File: src/rtl/seven_segment_scan_reader_pkg.sv
// Segment patterns (seg[6:0] = a..g, active-low) and BCD codes shared by the scan reader.
package seg7_pkg;

  localparam logic [6:0] SEG7_0     = 7'b0000001;
  localparam logic [6:0] SEG7_1     = 7'b1001111;
  localparam logic [6:0] SEG7_2     = 7'b0010010;
  localparam logic [6:0] SEG7_3     = 7'b0000110;
  localparam logic [6:0] SEG7_4     = 7'b1001100;
  localparam logic [6:0] SEG7_5     = 7'b0100100;
  localparam logic [6:0] SEG7_6     = 7'b0100000;
  localparam logic [6:0] SEG7_7     = 7'b0001111;
  localparam logic [6:0] SEG7_8     = 7'b0000000;
  localparam logic [6:0] SEG7_9     = 7'b0000100;
  localparam logic [6:0] SEG7_BLANK = 7'b1111111;

  localparam logic [3:0] BCD_ERR    = 4'hE;
  localparam logic [3:0] BCD_BLANK  = 4'hF;

endpackage

File: src/rtl/seven_segment_scan_reader_if.sv
// Display-pin and frame-output bundle; slave is the reader, master drives the pins and ready.
interface seven_segment_scan_reader_if #(
  parameter int unsigned NUM_DIGITS = 4
);

  logic [6:0]              seg_in;
  logic [NUM_DIGITS-1:0]   an_in;
  logic [4*NUM_DIGITS-1:0] digits_out;
  logic [NUM_DIGITS-1:0]   digit_err_out;
  logic                    frame_valid;
  logic                    frame_ready;
  logic                    overflow_out;

  modport master (
    output seg_in, an_in, frame_ready,
    input  digits_out, digit_err_out, frame_valid, overflow_out
  );

  modport slave (
    input  seg_in, an_in, frame_ready,
    output digits_out, digit_err_out, frame_valid, overflow_out
  );

endinterface

File: src/rtl/seven_segment_scan_reader_decode.sv
// Combinational segment-pattern to BCD lookup. SEG7_BLANK_DIGIT_EN makes all-off decode to BCD_BLANK.
module seven_segment_pattern_decode
  import seg7_pkg::*;
(
  input  logic [6:0] i_seg,
  output logic [3:0] o_bcd,
  output logic       o_err
);

  always_comb begin
    o_bcd = BCD_ERR;
    o_err = 1'b1;
    case (i_seg)
      SEG7_0: begin o_bcd = 4'd0; o_err = 1'b0; end
      SEG7_1: begin o_bcd = 4'd1; o_err = 1'b0; end
      SEG7_2: begin o_bcd = 4'd2; o_err = 1'b0; end
      SEG7_3: begin o_bcd = 4'd3; o_err = 1'b0; end
      SEG7_4: begin o_bcd = 4'd4; o_err = 1'b0; end
      SEG7_5: begin o_bcd = 4'd5; o_err = 1'b0; end
      SEG7_6: begin o_bcd = 4'd6; o_err = 1'b0; end
      SEG7_7: begin o_bcd = 4'd7; o_err = 1'b0; end
      SEG7_8: begin o_bcd = 4'd8; o_err = 1'b0; end
      SEG7_9: begin o_bcd = 4'd9; o_err = 1'b0; end
`ifdef SEG7_BLANK_DIGIT_EN
      SEG7_BLANK: begin o_bcd = BCD_BLANK; o_err = 1'b0; end
`else
      SEG7_BLANK: begin o_bcd = BCD_ERR; o_err = 1'b1; end
`endif
      default: ;
    endcase
  end

endmodule

File: src/rtl/seven_segment_scan_reader.sv
// Recovers BCD digits from a multiplexed active-low 7-segment bus and emits one frame per scan.
// Blank-digit decoding is selected by SEG7_BLANK_DIGIT_EN (see seven_segment_pattern_decode).
module seven_segment_scan_reader
  import seg7_pkg::*;
#(
  parameter int unsigned NUM_DIGITS    = 4,
  parameter int unsigned STABLE_CYCLES = 3
) (
  input  logic                        clk,
  input  logic                        rst,
  seven_segment_scan_reader_if.slave  bus
);

  localparam int unsigned CNT_W = $clog2(STABLE_CYCLES + 1);
  localparam int unsigned IDX_W = (NUM_DIGITS > 1) ? $clog2(NUM_DIGITS) : 1;
  localparam logic [CNT_W-1:0] CNT_MAX = CNT_W'(STABLE_CYCLES);

  logic [6:0]                  r_seg, r_pat;
  logic [NUM_DIGITS-1:0]       r_an;
  logic [IDX_W-1:0]            r_idx;
  logic [CNT_W-1:0]            r_cnt;
  logic                        r_latched;
  logic [NUM_DIGITS-1:0][3:0]  r_shadow;
  logic [NUM_DIGITS-1:0]       r_shadow_err, r_seen;
  logic [4*NUM_DIGITS-1:0]     r_digits;
  logic [NUM_DIGITS-1:0]       r_err;
  logic                        r_valid, r_ovf;

  logic [NUM_DIGITS-1:0]       w_an_act, w_latch_mask, w_seen_all, w_seen_d, w_shadow_err_d;
  logic [NUM_DIGITS-1:0][3:0]  w_shadow_d;
  logic [IDX_W-1:0]            w_idx;
  logic [CNT_W-1:0]            w_cnt_d;
  logic [3:0]                  w_dec_bcd;
  logic                        w_dec_err, w_strobe_ok, w_same, w_latch, w_latched_d;
  logic                        w_complete, w_can_load, w_valid_d, w_ovf_d;

  seven_segment_pattern_decode u_decode (
    .i_seg (r_pat),
    .o_bcd (w_dec_bcd),
    .o_err (w_dec_err)
  );

  always_comb begin
    w_an_act    = ~r_an;
    w_strobe_ok = $onehot(w_an_act);
    w_idx       = '0;
    for (int i = 0; i < NUM_DIGITS; i++) begin
      if (w_an_act[i]) w_idx = IDX_W'(i);
    end
    w_same = w_strobe_ok && (w_idx == r_idx) && (r_seg == r_pat);

    // r_pat/r_idx hold the dwell just counted, so the latch fires one edge after the count saturates.
    w_latch = (r_cnt == CNT_MAX) && !r_latched;

    if (!w_strobe_ok)          w_cnt_d = '0;
    else if (!w_same)          w_cnt_d = CNT_W'(1);
    else if (r_cnt == CNT_MAX) w_cnt_d = CNT_MAX;
    else                       w_cnt_d = r_cnt + 1'b1;
    w_latched_d = w_same && (r_latched || w_latch);

    w_latch_mask   = '0;
    w_shadow_d     = r_shadow;
    w_shadow_err_d = r_shadow_err;
    if (w_latch) begin
      w_latch_mask[r_idx]   = 1'b1;
      w_shadow_d[r_idx]     = w_dec_bcd;
      w_shadow_err_d[r_idx] = w_dec_err;
    end

    w_seen_all = r_seen | w_latch_mask;
    w_complete = &w_seen_all;
    w_seen_d   = w_complete ? '0 : w_seen_all;
    w_can_load = !r_valid || bus.frame_ready;

    if (w_complete && w_can_load) w_valid_d = 1'b1;
    else if (bus.frame_ready)     w_valid_d = 1'b0;
    else                          w_valid_d = r_valid;
    w_ovf_d = w_complete && !w_can_load;
  end

  always_ff @(posedge clk) begin
    if (rst) begin
      r_seg        <= '0;
      r_an         <= '0;
      r_pat        <= '0;
      r_idx        <= '0;
      r_cnt        <= '0;
      r_latched    <= 1'b0;
      r_shadow     <= '0;
      r_shadow_err <= '0;
      r_seen       <= '0;
      r_digits     <= '0;
      r_err        <= '0;
      r_valid      <= 1'b0;
      r_ovf        <= 1'b0;
    end else begin
      r_seg        <= bus.seg_in;
      r_an         <= bus.an_in;
      r_pat        <= r_seg;
      r_idx        <= w_idx;
      r_cnt        <= w_cnt_d;
      r_latched    <= w_latched_d;
      r_shadow     <= w_shadow_d;
      r_shadow_err <= w_shadow_err_d;
      r_seen       <= w_seen_d;
      r_valid      <= w_valid_d;
      r_ovf        <= w_ovf_d;
      if (w_complete && w_can_load) begin
        r_digits <= w_shadow_d;
        r_err    <= w_shadow_err_d;
      end
    end
  end

  assign bus.digits_out    = r_digits;
  assign bus.digit_err_out = r_err;
  assign bus.frame_valid   = r_valid;
  assign bus.overflow_out  = r_ovf;

endmodule
File: src/flat_wrapper.sv
// flat-port wrapper written by rule: the top's interface ports become plain ports
module seven_segment_scan_reader_flat import seg7_pkg::*;
#(
  parameter int unsigned NUM_DIGITS    = 4,
  parameter int unsigned STABLE_CYCLES = 3
)
  (clk, rst, bus_seg_in, bus_an_in, bus_frame_ready, bus_digits_out, bus_digit_err_out, bus_frame_valid, bus_overflow_out);
  seven_segment_scan_reader_if #(.NUM_DIGITS(NUM_DIGITS)) bus_i ();
  input  logic clk;
  input  logic rst;
  input wire logic [$bits(bus_i.seg_in)-1:0] bus_seg_in;
  input wire logic [$bits(bus_i.an_in)-1:0] bus_an_in;
  input wire logic [$bits(bus_i.frame_ready)-1:0] bus_frame_ready;
  output wire logic [$bits(bus_i.digits_out)-1:0] bus_digits_out;
  output wire logic [$bits(bus_i.digit_err_out)-1:0] bus_digit_err_out;
  output wire logic [$bits(bus_i.frame_valid)-1:0] bus_frame_valid;
  output wire logic [$bits(bus_i.overflow_out)-1:0] bus_overflow_out;
  assign bus_i.seg_in = bus_seg_in;
  assign bus_i.an_in = bus_an_in;
  assign bus_i.frame_ready = bus_frame_ready;
  assign bus_digits_out = bus_i.digits_out;
  assign bus_digit_err_out = bus_i.digit_err_out;
  assign bus_frame_valid = bus_i.frame_valid;
  assign bus_overflow_out = bus_i.overflow_out;
  seven_segment_scan_reader #(.NUM_DIGITS(NUM_DIGITS), .STABLE_CYCLES(STABLE_CYCLES)) u_core (.clk(clk), .rst(rst), .bus(bus_i));
endmodule
File: config.mk
export PLATFORM = sky130hd
export DESIGN_NAME = seven_segment_scan_reader_flat
export DESIGN_NICKNAME = d
export VERILOG_FILES = /design/src/rtl/seven_segment_scan_reader_pkg.sv /design/src/rtl/seven_segment_scan_reader_if.sv /design/src/rtl/seven_segment_scan_reader_decode.sv /design/src/rtl/seven_segment_scan_reader.sv /design/src/flat_wrapper.sv
export SDC_FILE = /design/constraint.sdc
export NUM_CORES = 1
export LEC_CHECK = 0
export CAP_MARGIN = 25
export CORE_MARGIN = 8
export CORE_UTILIZATION = 50
export DETAILED_ROUTE_END_ITERATION = 7
export GPL_TIMING_DRIVEN = 1
export PLACE_DENSITY = 0.75
export SYNTH_ARGS = -nofsm -noshare
export SYNTH_HDL_FRONTEND = slang
export SYNTH_SLANG_ARGS = --single-unit
File: constraint.sdc
create_clock -name clk -period 2.8 [get_ports clk]
set_input_delay 0.56 -clock clk [delete_from_list [all_inputs] [get_ports clk]]
set_output_delay 0.56 -clock clk [all_outputs]
set_load 0.05 [all_outputs]
==> results of run 1 <==
[critical path, delay by kind of cell (launching register included)]
| kind | cells | cell delay (ps) |
|---|---|---|
| DFF | 1 | 370 |
| adders and majority gates | 3 | 920 |
| and+or+nand+nor | 5 | 1070 |
| buffers and inverters | 1 | 50 |
[metal layers]
layer,vias to the layer above,wire [um]
met2,36,2500
li1,1017,-
met5,-,0
met1,942,2460
met4,0,97
met3,7,236
[cells in the mapped netlist (5+ instances only)]
library cell	count	area, um^2
xnor2_1	9	78.8
buf_6	5	56.3
a21o_1	7	52.6
o21ai_0	6	30.0
nand2_1	14	52.6
nor2b_1	20	125
nor2_1	29	109
dfxtp_1	69	1380
mux2i_1	10	100
inv_1	10	37.5
nor3b_1	8	60.1
buf_2	5	25.0
a21oi_1	13	65.1
clkbuf_1	8	30.0
nand2b_1	8	50.1
nor3_1	9	45.0
[worst min-delay path by stage]
stage                                             end  slack (ps)  cells past startpoint
after global placement    u_core.bus.digit_err_out[3]         450                      1
final                     u_core.bus.digit_err_out[1]         470                      1
after floorplan                   u_core.r_shadow[14]         440                      2
after detailed placement  u_core.bus.digit_err_out[1]         450                      1
after global routing      u_core.bus.digit_err_out[1]         480                      1
after CTS                 u_core.bus.digit_err_out[1]         470                      1
[cells by family (layout without fill, tap and decap cells)]
| group | count (synthesis) | in the layout | share of synthesized area, % |
|---|---|---|---|
| xor gates and xnor gates | 10 | 10 | 3.15 |
| DFF | 69 | 69 | 49.6 |
| adders and majority gates | 5 | 5 | 2.52 |
| and+or+nand+nor | 113 | 113 | 22.9 |
| muxes | 11 | 11 | 4.00 |
| AOI/OAI and AO/OA | 46 | 46 | 11.8 |
| buffers and inverters | 30 | 63 | 6.02 |
[state kept, by name (all words and copies together), names as in the netlist]
register                  count
u_core.bus.frame_valid        1
u_core.r_cnt                  2
u_core.r_latched              1
u_core.r_shadow_err           4
u_core.r_shadow              16
u_core.r_seen                 4
u_core.r_idx                  2
u_core.bus.digits_out        16
u_core.bus.overflow_out       1
u_core.r_an                   4
u_core.r_seg                  7
u_core.bus.digit_err_out      4
u_core.r_pat                  7
[power by group through the flow]
stage | Combinational [mW] | Clock [mW] | Sequential [mW]
after floorplan | 0.0861 | 0 | 1.03
after global placement | 0.108 | 0 | 1.04
after detailed placement | 0.110 | 0 | 1.04
after CTS | 0.110 | 0.744 | 1.02
after global routing | 0.122 | 0.783 | 1.02
final | 0.109 | 0.725 | 1.02
[per-stage QoR]
stage | worst slack, ps | utilization, %
final | 262 | 60.3
after global routing | 85.6 | 60.3
after CTS | 265 | 60.3
after detailed placement | 296 | 57.1
after global placement | 387 | 57.1
after floorplan | 442 | -
[cell type report]
cell class / count / area (um^2) / share of cell area, %
clock inverters: 3 / 20.0 / 0.610
flip-flops and latches: 69 / 1380 / 42.1
repair buffers: 37 / 360 / 11.0
clock buffers: 13 / 159 / 4.84
well taps: 72 / 90.1 / 2.74
multi-input cells: 185 / 1230 / 37.6
inverters: 10 / 37.5 / 1.14
==> reports/metrics.csv, run 1 <==
metric;value;unit
Post-Layout Cell Count;389;
clock insertion delay at the later pin of the skew report;340;ps
Num Clock Sinks;69;
capturing element type of the critical path;flop;
register area share after synthesis;49.6;%
Clock Power Share;39.2;%
Final setup viols;0;
Setup crit end;u_core.r_cnt[0];
internal power;1.42;mW
top_reg_cell synth;dfxtp_1;
# Post-CTS Setup Buffers;0;
DP HPWL;3730;um
post-CTS sizing;0;
Worst Setup SP;u_core.r_an[3];
P_leak;1.22;nW
slowest cell delay on critical path;540;ps
Post-synth EDFFs;0;
Fin Clk Skew;4.46;ps
Hold Crit Class;reg -> reg;
layout cells sized above 1;10.1;%
io pins;36;
slowest stage cell on the critical path;or4_1;
met3 global-route usage;3.82;%
Worst IR Drop VDD;0.326;mV
startpoint of the worst hold path;u_core.bus.digit_err_out[1];
Core ar.;0.00544;mm^2
number of global-route vias before repair;1920;
antenna violations before repair;0;
Vias/cell;5.15;
post-synthesis cell type count;49;
Comb pwr share;5.9;%
clk slew on worst S/H paths;70;ps
status;completed;
worst slew pin tran;514;ps
critical path class;reg -> reg;
commonest non-fill, non-tap cell in the layout;dfxtp_1;
routed vias;2002;
FMAX;394;MHz
Reg2Reg Launch Point;u_core.r_an[3];
Placed Instance Area;0.00310;mm^2
Final Hold Fails;0;
total track usage;13.3;%
ANT nets after route;0;
r2r setup slk;260;ps
Most common cell on crit path;ha_1;
yosys warns;0;
H-tree depth;3;
Net Sw Frac;23.2;%
setup TNS;0;ps
crit start category;flop;
nets@finish;331;
CP Data Arrival Time;2760;ps
min Tclk post-route;2540;ps
worst-path fanout max;3;
Cells after Synth;284;
GR Util met1;16.0;%
number of I/O port buffers;35;
GPL Wtd Cong;0.823;
pwr/cell area;563;mW/mm^2
total CTS buffers;9;
NetSw;0.429;mW
Area Growth Syn to Fin;17.9;%
first-pass GRT wire length;8860;um
WHS;471;ps
flops & latches, synth;69;
total grt overflow;0;
n_diodes;0;
Slew HR;65.7;%
WL/cell;13.6;um
Final Slew Violations;0;
clock root cell;clkbuf_8;
Reg power frac;54.9;%
FILL cells;487;
FF-to-FF End;u_core.r_cnt[0];
GR peak layer;met2;
RSZ-0062 raised after global routing;no;
Tcrit/Tclk final;90.6;%
Synth Cell Area;0.00278;mm^2
routed wire length;5290;um
crit-path cells;inv_1 -> ha_1 -> ha_1 -> fa_1 -> nor2_1 -> nand4_1 -> or4_1 -> nor3b_1 -> nor3_1;
most frequent cells in the layout;dfxtp_1 (69), clkdlybuf4s50_1 (34), nor2_1 (29);
CTS tree;yes;
# DRC;0;
placed insts;373;
Synth async-reset ratio;0;%
Avg Synthesized Cell Area;9.80;um^2
max cap viols;0;
CP required;3020;ps
depth of the most critical reg-to-reg path;9;
Total Power;1.85;mW
cts-stage hold buffer count;0;
routing usage on met2;19.9;%
Non-Filler Cell Area, Final;0.00328;mm^2
die area;0.00821;mm^2
chip width;90.6;um
largest net degree at the start of global routing;32;
row count;27;
DRT Pass-1 Iters;4;
Die Ht;90.6;um
Clock Tree Buf Depth;2;
syn_nets;303;
Initial Utilization;51.2;%
drt initial violations;82;
Power figures use the tool's default switching activity.
==> run 2: changes to the inputs <==
--- a/config.mk
+++ b/config.mk
@@ -5,12 +5,11 @@
 export SDC_FILE = /design/constraint.sdc
 export NUM_CORES = 1
 export LEC_CHECK = 0
-export CAP_MARGIN = 25
-export CORE_MARGIN = 8
 export CORE_UTILIZATION = 50
 export DETAILED_ROUTE_END_ITERATION = 7
 export GPL_TIMING_DRIVEN = 1
 export PLACE_DENSITY = 0.75
+export SKIP_LAST_GASP = 1
 export SYNTH_ARGS = -nofsm -noshare
 export SYNTH_HDL_FRONTEND = slang
 export SYNTH_SLANG_ARGS = --single-unit
==> run 2 against run 1 <==
Against the previous run:
- maximum frequency rose by 1.2%
- register-to-register slack improved by 30 ps
- critical endpoint unchanged
- global-route usage rose by 4.8 points
- first-iteration DRC count is 27% higher
- sequential power hardly changed
- final cell count is 0.77% lower
- clock power shrank 3%
- critical path depth stayed put
- largest power group unchanged
- setup slack improved by 30 ps
- design area decreased by 0.15%
==> reports/metrics.csv, run 2 (same netlist as run 1, synthesis figures left out) <==
metric;value;unit;change
total CTS buffers;9;;unchanged
n_diodes;0;;unchanged
Total Power;1.83;mW;-0.87%
hold endpoint;u_core.bus.digit_err_out[2];;
min Tclk post-route;2510;ps;-30.3 ps
number of global-route vias before repair;1837;;-4.3%
CP Data Arrival Time;2730;ps;-30 ps
worst slew pin tran;572;ps;+58.1 ps
DP HPWL;3350;um;-10%
depth of the most critical reg-to-reg path;9;;unchanged
Top Metal Used;met4;;
# DRC;0;;unchanged
# Post-CTS Setup Buffers;0;;unchanged
WP buf/inv;1;;unchanged
Slew HR;61.9;%;-3.9 points
pwr/cell area;559;mW/mm^2;-0.72%
slowest cell delay on critical path;530;ps;about the same
layout cells sized above 1;9.18;%;-0.92 points
met2 wire length;2240;um;-10%
slowest stage cell on the critical path;or4_1;;
DRT Pass-1 Iters;4;;unchanged
nets@finish;330;;-0.30%
clock root cell;clkbuf_8;;
P_leak;1.22;nW;+0.15%
Die Ht;76.6;um;-15%
Core ar.;0.00524;mm^2;-3.7%
chip width;76.6;um;-15%
capturing element type of the critical path;flop;;
cts-stage hold buffer count;0;;unchanged
final core occ;62.6;%;+2.2 points
FILL cells;450;;-7.6%
total grt overflow;0;;unchanged
Final Slew Violations;0;;unchanged
Hold Crit Class;reg -> reg;;
Initial Utilization;53.1;%;+2.0 points
ANT nets after route;0;;unchanged
routed wire length;4900;um;-7.4%
Reg2Reg Launch Point;u_core.r_an[2];;
drt initial violations;104;;+27%
CP required;3020;ps;about the same
H-tree depth;3;;unchanged
total track usage;18.0;%;+4.8 points
Num Clock Sinks;69;;unchanged
first-pass GRT wire length;8300;um;-6.3%
met3 wire length;168;um;-29%
antenna violations before repair;0;;unchanged
largest net degree at the start of global routing;38;;+19%
setup TNS;0;ps;unchanged
GPL Wtd Cong;0.846;;+2.7%
FMAX;399;MHz;+1.2%
Fin Clk Skew;6.02;ps;+1.56 ps
WHS;471;ps;-0.141 ps
Vias/cell;5.15;;+0.12%
io pins;36;;unchanged
startpoint of the worst hold path;u_core.bus.digit_err_out[2];;
crit-path leading delay family;simple AND/OR/NAND/NOR gates;;
CTS tree;yes;;
die area;0.00587;mm^2;-29%
clock insertion delay at the later pin of the skew report;340;ps;about the same
max cap viols;0;;unchanged
WL/cell;12.7;um;-6.7%
post-CTS sizing;0;;unchanged
Met1 Routed Length;2410;um;-1.9%
Final setup viols;0;;unchanged
worst-path fanout max;3;;unchanged
row count;26;;-3.7%
r2r setup slk;290;ps;+30 ps
Clock Tree Buf Depth;2;;unchanged
Area Growth Syn to Fin;17.8;%;
critical path class;reg -> reg;;
Final Hold Fails;0;;unchanged
number of I/O port buffers;35;;unchanged
commonest non-fill, non-tap cell in the layout;dfxtp_1;;
Worst IR Drop VDD;0.377;mV;+15%
Tcrit/Tclk final;89.5;%;-1.1 points
FF-to-FF End;u_core.r_cnt[0];;
Most common cell on crit path;ha_1;;
status;completed;;
routed vias;1989;;-0.65%
clk slew on worst S/H paths;70;ps;about the same
crit start category;flop;;
RSZ-0062 raised after global routing;no;;
hold path depth;1;;unchanged
crit-path cells;inv_1 -> ha_1 -> ha_1 -> fa_1 -> nor2_1 -> nand4_1 -> or4_1 -> nor3b_1 -> nor3_1;;
most frequent cells in the layout;dfxtp_1 (69), clkdlybuf4s50_1 (34), nor2_1 (29);;
[run 2: changes by cell type in the layout (fill, tap and decap cells not counted), sizes merged]
cell | previous run | this run
clkbuf | 13 | 15
clkinvlp | 2 | 0
buf | 3 | 2
[run 2: area by class of cell]
type / instances / area [um^2] / share of cell area (%)
Clock buffer: 15 / 166 / 5.08
Inverter: 10 / 37.5 / 1.15
Sequential cell: 69 / 1380 / 42.2
Timing Repair Buffer: 36 / 365 / 11.1
Multi-Input combinational cell: 185 / 1230 / 37.6
Tap cell: 70 / 87.6 / 2.67
Clock inverter: 1 / 5.00 / 0.153
[run 2: routing by layer]
layer | GRT usage [%] | up-vias
li1 | - | 1013
met1 | 23.0 | 937
met2 | 27.7 | 31
met3 | 6.23 | 8
met4 | 7.50 | 0
met5 | 0 | -
[run 2: power by group]
part	internal [mW]	total [mW]	switching, mW
sequential	0.997	1.02	0.0180
clock	0.370	0.706	0.336
combinational	0.0561	0.112	0.0556
total	1.42	1.83	0.409
[run 2: how the worst max path moves through the flow]
stage	from	end	slack [ps]	cells past startpoint
6_report	u_core.r_an[2]	u_core.r_cnt[0]	290	9
5_1_grt	u_core.r_an[2]	u_core.r_cnt[0]	150	9
4_1_cts	u_core.r_an[2]	u_core.r_cnt[0]	270	9
3_5_place_dp	u_core.r_an[2]	u_core.r_cnt[0]	280	9
3_3_place_gp	u_core.r_an[2]	u_core.r_cnt[0]	400	9
2_1_floorplan	u_core.r_an[2]	u_core.r_cnt[0]	440	9
[run 2: through the flow]
| step | area [um^2] | worst slack (ps) | std cells |
|---|---|---|---|
| after floorplan | 2780 | 442 | 284 |
| after global placement | 3110 | 402 | 370 |
| after detailed placement | 3110 | 282 | 370 |
| after CTS | 3280 | 272 | 386 |
| after global routing | 3280 | 147 | 386 |
| final | 3280 | 293 | 386 |
